**src/rtl/global_pkg.sv**
```systemverilog
// Shared types for the memory access path: request opcodes, funct3 encodings
// and the memory access unit state encoding.
package global_pkg;

    typedef enum logic [1:0] {
        MEM_NONE   = 2'd0,
        FETCH_DATA = 2'd1,
        LOAD_DATA  = 2'd2,
        STORE_DATA = 2'd3
    } memory_operation_t;

    localparam logic [2:0] LB  = 3'b000;
    localparam logic [2:0] LH  = 3'b001;
    localparam logic [2:0] LW  = 3'b010;
    localparam logic [2:0] LBU = 3'b100;
    localparam logic [2:0] LHU = 3'b101;
    localparam logic [2:0] SB  = 3'b000;
    localparam logic [2:0] SH  = 3'b001;
    localparam logic [2:0] SW  = 3'b010;

    typedef enum logic [1:0] {
        IDLE  = 2'd0,
        BUS   = 2'd1,
        RESP  = 2'd2,
        FAULT = 2'd3
    } mau_state_t;

endpackage

```
**src/rtl/mem_lane_align.sv**
```systemverilog
// Byte-lane steering for stores, lane extraction/extension for loads and
// the alignment / illegal-encoding check. Purely combinational.
module mem_lane_align
    import global_pkg::*;
(
    input  logic [2:0]  i_funct3,
    input  logic        i_is_store,
    input  logic [1:0]  i_offset,
    input  logic [31:0] i_store_data,
    input  logic [31:0] i_rd_data,
    output logic [3:0]  o_sel,
    output logic [31:0] o_wdata,
    output logic [31:0] o_load,
    output logic        o_illegal
);

    logic [31:0] w_shifted;
    logic [7:0]  w_byte;
    logic [15:0] w_half;

    assign w_shifted = i_rd_data >> {i_offset, 3'b000};
    assign w_byte    = w_shifted[7:0];
    assign w_half    = i_offset[1] ? i_rd_data[31:16] : i_rd_data[15:0];

    // Byte enables and lane-replicated write data from the access size
    always_comb begin
        o_sel   = 4'b1111;
        o_wdata = i_store_data;
        case (i_funct3[1:0])
            2'b00: begin
                o_sel   = 4'b0001 << i_offset;
                o_wdata = {4{i_store_data[7:0]}};
            end
            2'b01: begin
                o_sel   = 4'b0011 << i_offset;
                o_wdata = {2{i_store_data[15:0]}};
            end
            default: ;
        endcase
    end

    // Load value extraction with sign or zero extension
    always_comb begin
        o_load = i_rd_data;
        case (i_funct3)
            LB:      o_load = {{24{w_byte[7]}}, w_byte};
            LBU:     o_load = {24'd0, w_byte};
            LH:      o_load = {{16{w_half[15]}}, w_half};
            LHU:     o_load = {16'd0, w_half};
            default: ;
        endcase
    end

    // Misaligned halfword/word or an encoding with no meaning for the op
    always_comb begin
        o_illegal = 1'b0;
        if (i_funct3[1:0] == 2'b01 && i_offset[0])
            o_illegal = 1'b1;
        if (i_funct3[1:0] == 2'b10 && i_offset != 2'b00)
            o_illegal = 1'b1;
        if (i_is_store && i_funct3 > SW)
            o_illegal = 1'b1;
        if (!i_is_store && (i_funct3 == 3'b011 || i_funct3 == 3'b110 || i_funct3 == 3'b111))
            o_illegal = 1'b1;
    end

endmodule

```
**src/rtl/memory_access_unit.sv**
```systemverilog
// Turns one fetch/load/store request from the control unit into a single
// Wishbone-classic transfer, with alignment checking and a bus watchdog.
module memory_access_unit
    import global_pkg::*;
#(
    parameter int TIMEOUT = 255,
    parameter int TO_W    = $clog2(TIMEOUT + 1)
) (
    input  logic              clk,
    input  logic              rst,
    input  memory_operation_t memory_operation,
    input  logic              cyc,
    input  logic [2:0]        funct3,
    input  logic [31:0]       pc,
    input  logic [31:0]       addr,
    input  logic [31:0]       store_data,
    output logic              ack,
    output logic              err,
    output logic              done,
    output logic              data_valid,
    output logic [31:0]       fetched_data,
    output logic [31:0]       wb_adr_o,
    output logic [31:0]       wb_dat_o,
    input  logic [31:0]       wb_dat_i,
    output logic [3:0]        wb_sel_o,
    output logic              wb_we_o,
    output logic              wb_cyc_o,
    output logic              wb_stb_o,
    input  logic              wb_ack_i,
    input  logic              wb_err_i
);

    // A zero TIMEOUT still needs a 1-bit counter to keep the logic legal
    localparam int WD_W = (TO_W > 0) ? TO_W : 1;

    mau_state_t        r_state;
    memory_operation_t r_op;
    logic [2:0]        r_f3;
    logic [31:0]       r_addr;
    logic [31:0]       r_sd;
    logic [WD_W-1:0]   r_wd;
    logic              r_ack, r_err, r_done, r_dv;
    logic [31:0]       r_fd;

    logic              w_idle, w_bus, w_req, w_is_store, w_illegal, w_timeout;
    logic [2:0]        w_f3_in, w_f3;
    logic [31:0]       w_addr_in, w_addr, w_sd;
    logic [3:0]        w_sel;
    logic [31:0]       w_wdata, w_load;

    assign w_idle    = (r_state == IDLE);
    assign w_bus     = (r_state == BUS);
    assign w_req     = cyc && (memory_operation != MEM_NONE);
    assign w_f3_in   = (memory_operation == FETCH_DATA) ? LW : funct3;
    assign w_addr_in = (memory_operation == FETCH_DATA) ? pc : addr;

    // The aligner checks the incoming request while idle, and steers the
    // latched request for the rest of the transaction.
    assign w_f3       = w_idle ? w_f3_in   : r_f3;
    assign w_addr     = w_idle ? w_addr_in : r_addr;
    assign w_sd       = w_idle ? store_data : r_sd;
    assign w_is_store = w_idle ? (memory_operation == STORE_DATA) : (r_op == STORE_DATA);
    assign w_timeout  = (TIMEOUT != 0) && (r_wd == WD_W'(TIMEOUT));

    mem_lane_align u_align (
        .i_funct3     (w_f3),
        .i_is_store   (w_is_store),
        .i_offset     (w_addr[1:0]),
        .i_store_data (w_sd),
        .i_rd_data    (wb_dat_i),
        .o_sel        (w_sel),
        .o_wdata      (w_wdata),
        .o_load       (w_load),
        .o_illegal    (w_illegal)
    );

    assign ack          = r_ack;
    assign err          = r_err;
    assign done         = r_done;
    assign data_valid   = r_dv;
    assign fetched_data = r_fd;
    assign wb_cyc_o     = w_bus;
    assign wb_stb_o     = w_bus;
    assign wb_we_o      = w_bus && (r_op == STORE_DATA);
    assign wb_sel_o     = w_bus ? w_sel : 4'b0000;
    assign wb_dat_o     = w_bus ? w_wdata : 32'd0;
    assign wb_adr_o     = {r_addr[31:2], 2'b00};

    // Request/transfer/response sequencing with registered status pulses
    always_ff @(posedge clk) begin
        if (rst) begin
            r_state <= IDLE;
            r_op    <= MEM_NONE;
            r_f3    <= 3'd0;
            r_addr  <= 32'd0;
            r_sd    <= 32'd0;
            r_wd    <= '0;
            r_ack   <= 1'b0;
            r_err   <= 1'b0;
            r_done  <= 1'b0;
            r_dv    <= 1'b0;
            r_fd    <= 32'd0;
        end else begin
            r_ack  <= 1'b0;
            r_err  <= 1'b0;
            r_done <= 1'b0;
            r_dv   <= 1'b0;
            case (r_state)
                IDLE: begin
                    if (w_req) begin
                        r_ack   <= 1'b1;
                        r_op    <= memory_operation;
                        r_f3    <= w_f3_in;
                        r_addr  <= w_addr_in;
                        r_sd    <= store_data;
                        r_wd    <= '0;
                        r_state <= w_illegal ? FAULT : BUS;
                    end
                end
                BUS: begin
                    if (wb_err_i) begin
                        r_state <= FAULT;
                    end else if (wb_ack_i) begin
                        if (r_op != STORE_DATA)
                            r_fd <= w_load;
                        r_state <= RESP;
                    end else if (w_timeout) begin
                        r_state <= FAULT;
                    end else begin
                        r_wd <= r_wd + 1'b1;
                    end
                end
                RESP: begin
                    r_done  <= 1'b1;
                    r_dv    <= (r_op != STORE_DATA);
                    r_state <= IDLE;
                end
                FAULT: begin
                    r_err   <= 1'b1;
                    r_done  <= 1'b1;
                    r_state <= IDLE;
                end
                default: r_state <= IDLE;
            endcase
        end
    end

endmodule

```
**config.mk**
```make
export PLATFORM = sky130hd
export DESIGN_NAME = memory_access_unit
export DESIGN_NICKNAME = d
export VERILOG_FILES = /design/src/rtl/global_pkg.sv /design/src/rtl/mem_lane_align.sv /design/src/rtl/memory_access_unit.sv
export SDC_FILE = /design/constraint.sdc
export NUM_CORES = 1
export LEC_CHECK = 0
export ABC_AREA = 1
export BUFFER_PORTS_ARGS = -buffer_cell sky130_fd_sc_hd__buf_2
export CELL_PAD_IN_SITES_DETAIL_PLACEMENT = 0
export CELL_PAD_IN_SITES_GLOBAL_PLACEMENT = 1
export CORE_MARGIN = 3
export CORE_UTILIZATION = 34
export CTS_CLUSTER_SIZE = 24
export DETAILED_ROUTE_END_ITERATION = 12
export PLACE_DENSITY_LB_ADDON = 0.1
export SLEW_MARGIN = 0
export SYNTH_ARGS = -nofsm -noshare
export SYNTH_HDL_FRONTEND = slang
export SYNTH_SLANG_ARGS = --single-unit
```
**constraint.sdc**
```tcl
create_clock -name clk -period 3.2 [get_ports clk]
set_clock_uncertainty 0.2 [all_clocks]
set_input_delay 0.32 -clock clk [delete_from_list [all_inputs] [get_ports clk]]
set_output_delay 0.32 -clock clk [all_outputs]
set_load 0.1 [all_outputs]
```
==> summary.md, run 1 <==
| Metric | Value |
|---|---|
| Status | `completed` |
| Critical path arrival | `2550 ps` |
| Largest area contributor in the netlist | `dfxtp_1` |
| Final Hold Viols | `0` |
| Power density cells | `948 nW/um^2` |
| Crit Path Category | `reg -> out` |
| Netlist cell types | `38` |
| Final Cycle Share | `95.9%` |
| Hold Crit Start | `pc[12]` |
| Met2 GRT Util | `34.7%` |
| # setup viols final | `0` |
| Mapped cell area | `6230 um^2` |
| Initial DRC Count | `376` |
| CP peak stage delay | `470 ps` |
| Final Slew Violations | `0` |
| Initial antenna violation count | `1` |
| Via density | `4.68` |
| Area Overhead vs Synth | `47.1%` |
| Clock tree buffer depth | `2` |
| GPL Wtd Cong | `0.823` |
| Synth top area share | `36.9%` |
| Diode count | `0` |
| Vias in the first global route | `6502` |
| R2R Setup Slk | `750 ps` |
| #FFs+latches synth | `115` |
| Reg clk slew, reported paths | `60 ps` |
| Port buffer count | `242` |
| M1 GR Usage | `26.8%` |
| Syn. warnings | `0` |
| Per-cell routed wire length | `14.7 um` |
| Layout cells sized above 1 | `27.5%` |
| Cell Chain, Critical Path | `nor2_2 > buf_4 > nand2_2 > nand2_8 > nor2_2 > buf_4 > a221oi_2 > buf_2` |
| Element type at the critical path end | `output pin` |
| Hold Path End | `r_addr[12]` |
| Worst VDD drop | `0.587 mV` |
| Clock period minus worst slack | `3070 ps` |
| WHS Path Cells | `3` |
| CTS tree | `done` |
| Hold Crit Class | `in -> reg` |
| Root Driver | `clkbuf_16` |
| Final #Nets | `1338` |
| Area of placed instances | `7650 um^2` |
| Pin count of the biggest net entering global routing | `61` |
| GRT busiest layer | `met2` |
| Critical R2R Launch | `r_state[0]` |
| Synth top area cells | `dfxtp_1 (37%), nand2_1 (13%), o21ai_0 (8.8%)` |
| Pleak | `4.70 nW` |
| Cell depth of the worst flop-to-flop path | `10` |
| Die X | `141 um` |
| Clk_lat worst skew | `420 ps` |
| Crit-path max FO | `26` |
| RR Endpoint | `fetched_data[18]` |
| Die Y | `141 um` |
| Fill cells | `1798` |
| Initial Util | `35.4%` |
| Num CTS Buffers | `17` |
| Crit path launch type | `flop` |
| TritonRoute pass-1 iters | `4` |
| First-pass GRT wire length | `33.6 mm` |
| Slew @ Worst Pin | `1060 ps` |
| Total GRT Usage | `20.9%` |
| Synthesized instance count | `918` |
| Slew headroom | `29.6%` |
| Fmax | `326 MHz` |
| Seq/Total Area, Yosys | `36.9%` |
| Core footprint | `17600 um^2` |
| Via Count | `6720` |
| Final instance area | `9170 um^2` |
| H-Tree Depth | `4` |
| Area of the die | `20000 um^2` |
| DRC Markers | `0` |
| Worst EP required | `2680 ps` |
| Util after Layout | `52.1%` |
| Final WL | `21.1 mm` |
| Syn avg cell area | `6.79 um^2` |
| Post-route ant nets | `0` |
| Overflow after GRT | `0` |
| Rows | `48` |
| RSZ-0062 raised after global routing | `false` |
| Hpwl dp | `15.1 mm` |
| Highest-delay cell along the critical path | `buf_2` |
| Clk sink count | `115` |
| Number of max-cap violations | `0` |
| Io pins | `245` |
| GRT met3 Usage | `5.22%` |
[metrics by stage]
step	worst slack, ps	hold WS, ps	setup TNS (ps)	std cells	power (mW)
finish	132	12.5	0	1437	8.69
global route	2.51	19.7	0	1437	9.15
CTS	14.4	0.409	0	1437	8.73
detailed placement	326	239	0	1316	6.68
global placement	381	232	0	1316	6.67
floorplan	-773	223	-6930	919	5.64
[how the worst max path moves through the flow]
| stage | depth (start not counted) | start | slack (ps) | end |
|---|---|---|---|---|
| 2_1_floorplan | 9 | memory_operation[1] | -770 | wb_dat_o[24] |
| 3_3_place_gp | 12 | memory_operation[1] | 380 | wb_dat_o[31] |
| 3_5_place_dp | 12 | memory_operation[1] | 330 | wb_dat_o[31] |
| 4_1_cts | 8 | r_state[0] | 10 | wb_dat_o[30] |
| 5_1_grt | 10 | r_state[0] | 3 | wb_dat_o[31] |
| 6_report | 8 | r_state[0] | 130 | wb_dat_o[26] |
[cell families after synthesis]
group | share of synthesized area, %
compound gates | 18.9
xor+xnor | 0.422
fa+ha+maj | 0.201
buf+inv | 15.0
flops | 36.9
mux | 4.82
other cells | 0.0602
simple gates | 23.7
[what timing repair did]
action	in CTS	in global routing
endpoints found under the setup margin	2	11
hold buffers	89	0
hold endpoints to repair	62	0
buffers inserted	0	0
resized for setup	2	6
[area by class of cell]
class | instances | area, um^2 | share of cell area, %
sequential | 115 | 2300 | 25.1
timing repair buffer | 346 | 2460 | 26.8
clock buffer | 19 | 453 | 4.94
multi-input combinational | 604 | 3100 | 33.8
inverter | 115 | 432 | 4.71
clock inverter | 13 | 146 | 1.60
tap | 225 | 282 | 3.07
[critical path: cells and delay by family (launching register included)]
kind / cells / cell delay (ps)
AOI/OAI and AO/OA: 1 / 280
buffers and inverters: 3 / 880
DFF: 1 / 340
and+or+nand+nor: 4 / 610
[where the power goes]
| part | switching (mW) | internal, mW |
|---|---|---|
| clock network | 0.728 | 1.20 |
| logic | 3.83 | 1.21 |
| registers | 0.0960 | 1.63 |
| total | 4.65 | 4.04 |
[registers in the layout (all words and copies together), names as in the netlist, 2 cells and up]
| name | cells |
|---|---|
| fetched_data | 32 |
| r_addr | 32 |
| r_sd | 32 |
| r_wd | 8 |
| r_f3 | 3 |
| r_op | 2 |
| r_state | 2 |
[placed cells by master, fill, tap and decap left out, drive strengths merged]
cell type	instances
buf	255
nand2	228
o21ai	125
inv	120
dfxtp	115
dlygate4sd3	89
nor2	73
a21oi	52
nand3	43
mux2i	30
clkbuf	21
o22ai	8
a211oi	8
a22o	7
a221oi	7
nor3	4
clkinv	4
a22oi	3
nand4	3
a31oi	3
xnor2	2
conb	2
bufinv	2
clkinvlp	2
o211ai	1
a21boi	1
xor2	1
nor4	1
and3	1
ha	1
[cells in the mapped netlist]
library cell and n:
mux2i_1 30, a21boi_0 1, a22oi_1 3, nor3_1 4
nand3_4 1, nand2_4 3, a22o_1 7, a221oi_1 7
buf_1 7, nand3_1 40, o22ai_1 8, nand4_1 3
nor2_1 67, dfxtp_1 115, ha_1 1, nand3_2 2
conb_1 1, and3_1 1, xor2_1 1, o21ai_0 109
clkbuf_1 26, nand2_1 219, buf_4 38, nand2_2 6
buf_6 4, inv_2 9, o21ai_1 16, a211oi_1 8
nor4_1 1, buf_2 9, a31oi_1 3, nor2_2 5
a21oi_1 52, inv_1 106, xnor2_1 2, clkbuf_2 1
nor2_4 1, o211ai_1 1
[per-layer routing]
layer | part of all wire [%] | up-vias
met3 | 6.5 | 25
met4 | 1.5 | 2
met1 | 45 | 2998
li1 | - | 3490
met5 | 0.033 | -
met2 | 47 | 205
Power figures use the tool's default switching activity.
==> run 2, diff against run 1 <==
ABC_AREA = unset   (was 1)
MAX_ROUTING_LAYER = met4   (was unset)
==> run 2 against run 1 <==
  * Synthesized area shrank 1.6%
  * Non-clock buffer count grew 24
  * Via count shrank 1.3%
  * Sequential share of layout area shrank 1.0 points
  * Cell count shrank 7.7%
  * Power shrank 37%
==> summary.md, run 2 <==
| Metric | Value |
|---|---|
| First-pass GRT wire length | `34.7 mm` |
| Final Hold Viols | `0` |
| Multi-input combinational cell area | `3510 um^2` |
| Critical path arrival | `2470 ps` |
| Hold Crit Class | `in -> reg` |
| Layout cells sized above 1 | `33.4%` |
| Clock tree buffer depth | `2` |
| Worst VDD drop | `0.401 mV` |
| Commonest non-fill, non-tap cells in the layout | `buf_2 (215), nand2_1 (201), dfxtp_1 (113), dlygate4sd3_1 (107), nor2_1 (96)` |
| Status | `completed` |
| WHS Path Cells | `3` |
| Final cell count without fillers | `1326` |
| Overflow after GRT | `0` |
| Rows | `48` |
| Syn avg cell area | `7.72 um^2` |
| Core footprint | `17500 um^2` |
| Top post-synthesis cells by count | `nand2_1 (201), dfxtp_1 (115), nor2_1 (100)` |
| Top FF cell, synth | `dfxtp_1` |
| Via Count | `6635` |
| Most common cell in the netlist | `nand2_1` |
| DRC Markers | `0` |
| Num CTS Buffers | `17` |
| Power density cells | `568 nW/um^2` |
| # setup viols final | `0` |
| Die X | `140 um` |
| Per-cell routed wire length | `16.6 um` |
| H-Tree Depth | `4` |
| Cell Chain, Critical Path | `or2_4 > o31ai_4 > buf_4 > a221oi_1 > a211oi_4 > buf_12` |
| Diode count | `0` |
| Setup_tns | `0 ps` |
| Final WS setup | `209 ps` |
| Area Overhead vs Synth | `56.1%` |
| Crit path launch type | `flop` |
| Netlist cell types | `59` |
| Buf/Inv on CP | `2` |
| Clk sink count | `115` |
| Final hold slack | `22.5 ps` |
| Die Y | `140 um` |
| Reg clk slew, reported paths | `50 ps` |
| Fill cells | `1657` |
| RSZ-0062 raised after global routing | `false` |
| Worst EP required | `2680 ps` |
| Async set-reset flop share out of synthesis | `0%` |
| TritonRoute pass-1 iters | `5` |
| GPL Wtd Cong | `0.867` |
| Slew @ Worst Pin | `700 ps` |
| Initial DRC Count | `407` |
| Largest area contributor in the netlist | `dfxtp_1` |
| Initial antenna violation count | `0` |
| Seq/Total Area, Yosys | `37.5%` |
| Highest-delay cell along the critical path | `buf_4` |
| Fmax | `334 MHz` |
| CP top delay family | `compound AO/OA/AOI/OAI gates` |
| Hpwl dp | `15.3 mm` |
| Initial Util | `35.1%` |
| Total GRT Usage | `22.3%` |
| Dpl cells | `1186` |
| Final Slew Violations | `0` |
| Pin count of the biggest net entering global routing | `89` |
| Final #Nets | `1229` |
| Synth top area cells | `dfxtp_1 (38%), nand2_1 (12%), nor2_1 (6.1%)` |
| Clock period minus worst slack | `2990 ps` |
| CTS tree | `done` |
| Final Cycle Share | `93.5%` |
| CP peak stage delay | `390 ps` |
| Commonest non-fill, non-tap cell in the layout | `buf_2` |
| Root Driver | `clkbuf_16` |
| Port buffer count | `242` |
| Vias in the first global route | `6472` |
| Number of max-cap violations | `0` |
| Post-synth EDFFs | `0` |
| Synth top area share | `37.5%` |
| Via density | `5.00` |
| Synthesized instance count | `795` |
| Seq. cell area | `2300 um^2` |
| Final WL | `22.0 mm` |
| Crit-path max FO | `25` |
| Syn. warnings | `0` |
| Element type at the critical path end | `output pin` |
| Crit Path Category | `reg -> out` |
| Pre-CTS WS | `406 ps` |
| #FFs+latches synth | `115` |
| Pleak | `4.04 nW` |
| Mapped cell area | `6130 um^2` |
| Cell depth of the worst flop-to-flop path | `6` |
| Io pins | `245` |
| Clk_lat worst skew | `410 ps` |
| Crit. path cell count | `6` |
| Final Total Pwr | `5.44 mW` |
| Area of the die | `19700 um^2` |
| Post-route ant nets | `0` |
| Slew headroom | `53.3%` |
run 2: worst paths after layout:
path	startpoint	endpoint	slack [ps]
setup / recovery	r_state[1]	wb_dat_o[27]	210
hold reg to reg	r_sd[20]	r_sd[20]	260
hold / removal	memory_operation[1]	r_op[1]	20
setup reg to reg	r_state[1]	r_addr[28]	350
run 2: final cells by class:
type	instances	area share [%]
multi-input cells	579	36.7
repair buffers	370	29.8
inverters	7	0.274
well taps	225	2.94
flip-flops and latches	115	24.1
clock inverters	11	1.42
clock buffers	19	4.73
run 2: what timing repair did:
action / 4_1_cts / 5_1_grt
setup endpoints to repair: 0 / 26
endpoints found under the hold margin: 77 / 0
buffers inserted: 0 / 2
hold buffers: 107 / 0
gates resized for setup: 0 / 2
run 2: logic make-up after synthesis:
kind of cell             count (synthesis)  synth area share [%]
AO/OA/AOI/OAI                          186                  24.6
multiplexers                            23                  3.90
AND/OR/NAND/NOR                        361                  24.1
other                                    1                0.0611
flip-flops                             115                  37.5
adder cells (fa/ha/maj)                  1                 0.204
XOR/XNOR                                 5                 0.714
buffers and inverters                  103                  8.87
run 2: through the flow:
step / area, um^2 / util [%]
6_report: 9570 / 54.8
3_5_place_dp: 7890 / 45.1
3_3_place_gp: 7890 / 45.1
5_1_grt: 9570 / 54.8
4_1_cts: 9550 / 54.6
2_1_floorplan: 6330 / -
run 2: tightest hold or removal path: stages:
cell and delay [ps]:
buf_2 150, nand2_1 60, a21oi_1 50
run 2: power breakdown:
part	total [mW]	switching [mW]	internal [mW]	leakage, nW
sequential	1.61	0.0750	1.54	0.941
combinational	1.91	1.33	0.577	2.81
clock	1.92	0.670	1.25	0.294
total	5.44	2.07	3.36	4.04
run 2: metal layers:
layer / up-vias / routed length, um / GRT usage [%]
met5: - / 0 / -
met2: 237 / 9940 / 33.4
met3: 22 / 1410 / 4.78
met4: 0 / 282 / 5.86
li1: 3322 / - / -
met1: 3054 / 10300 / 30.7
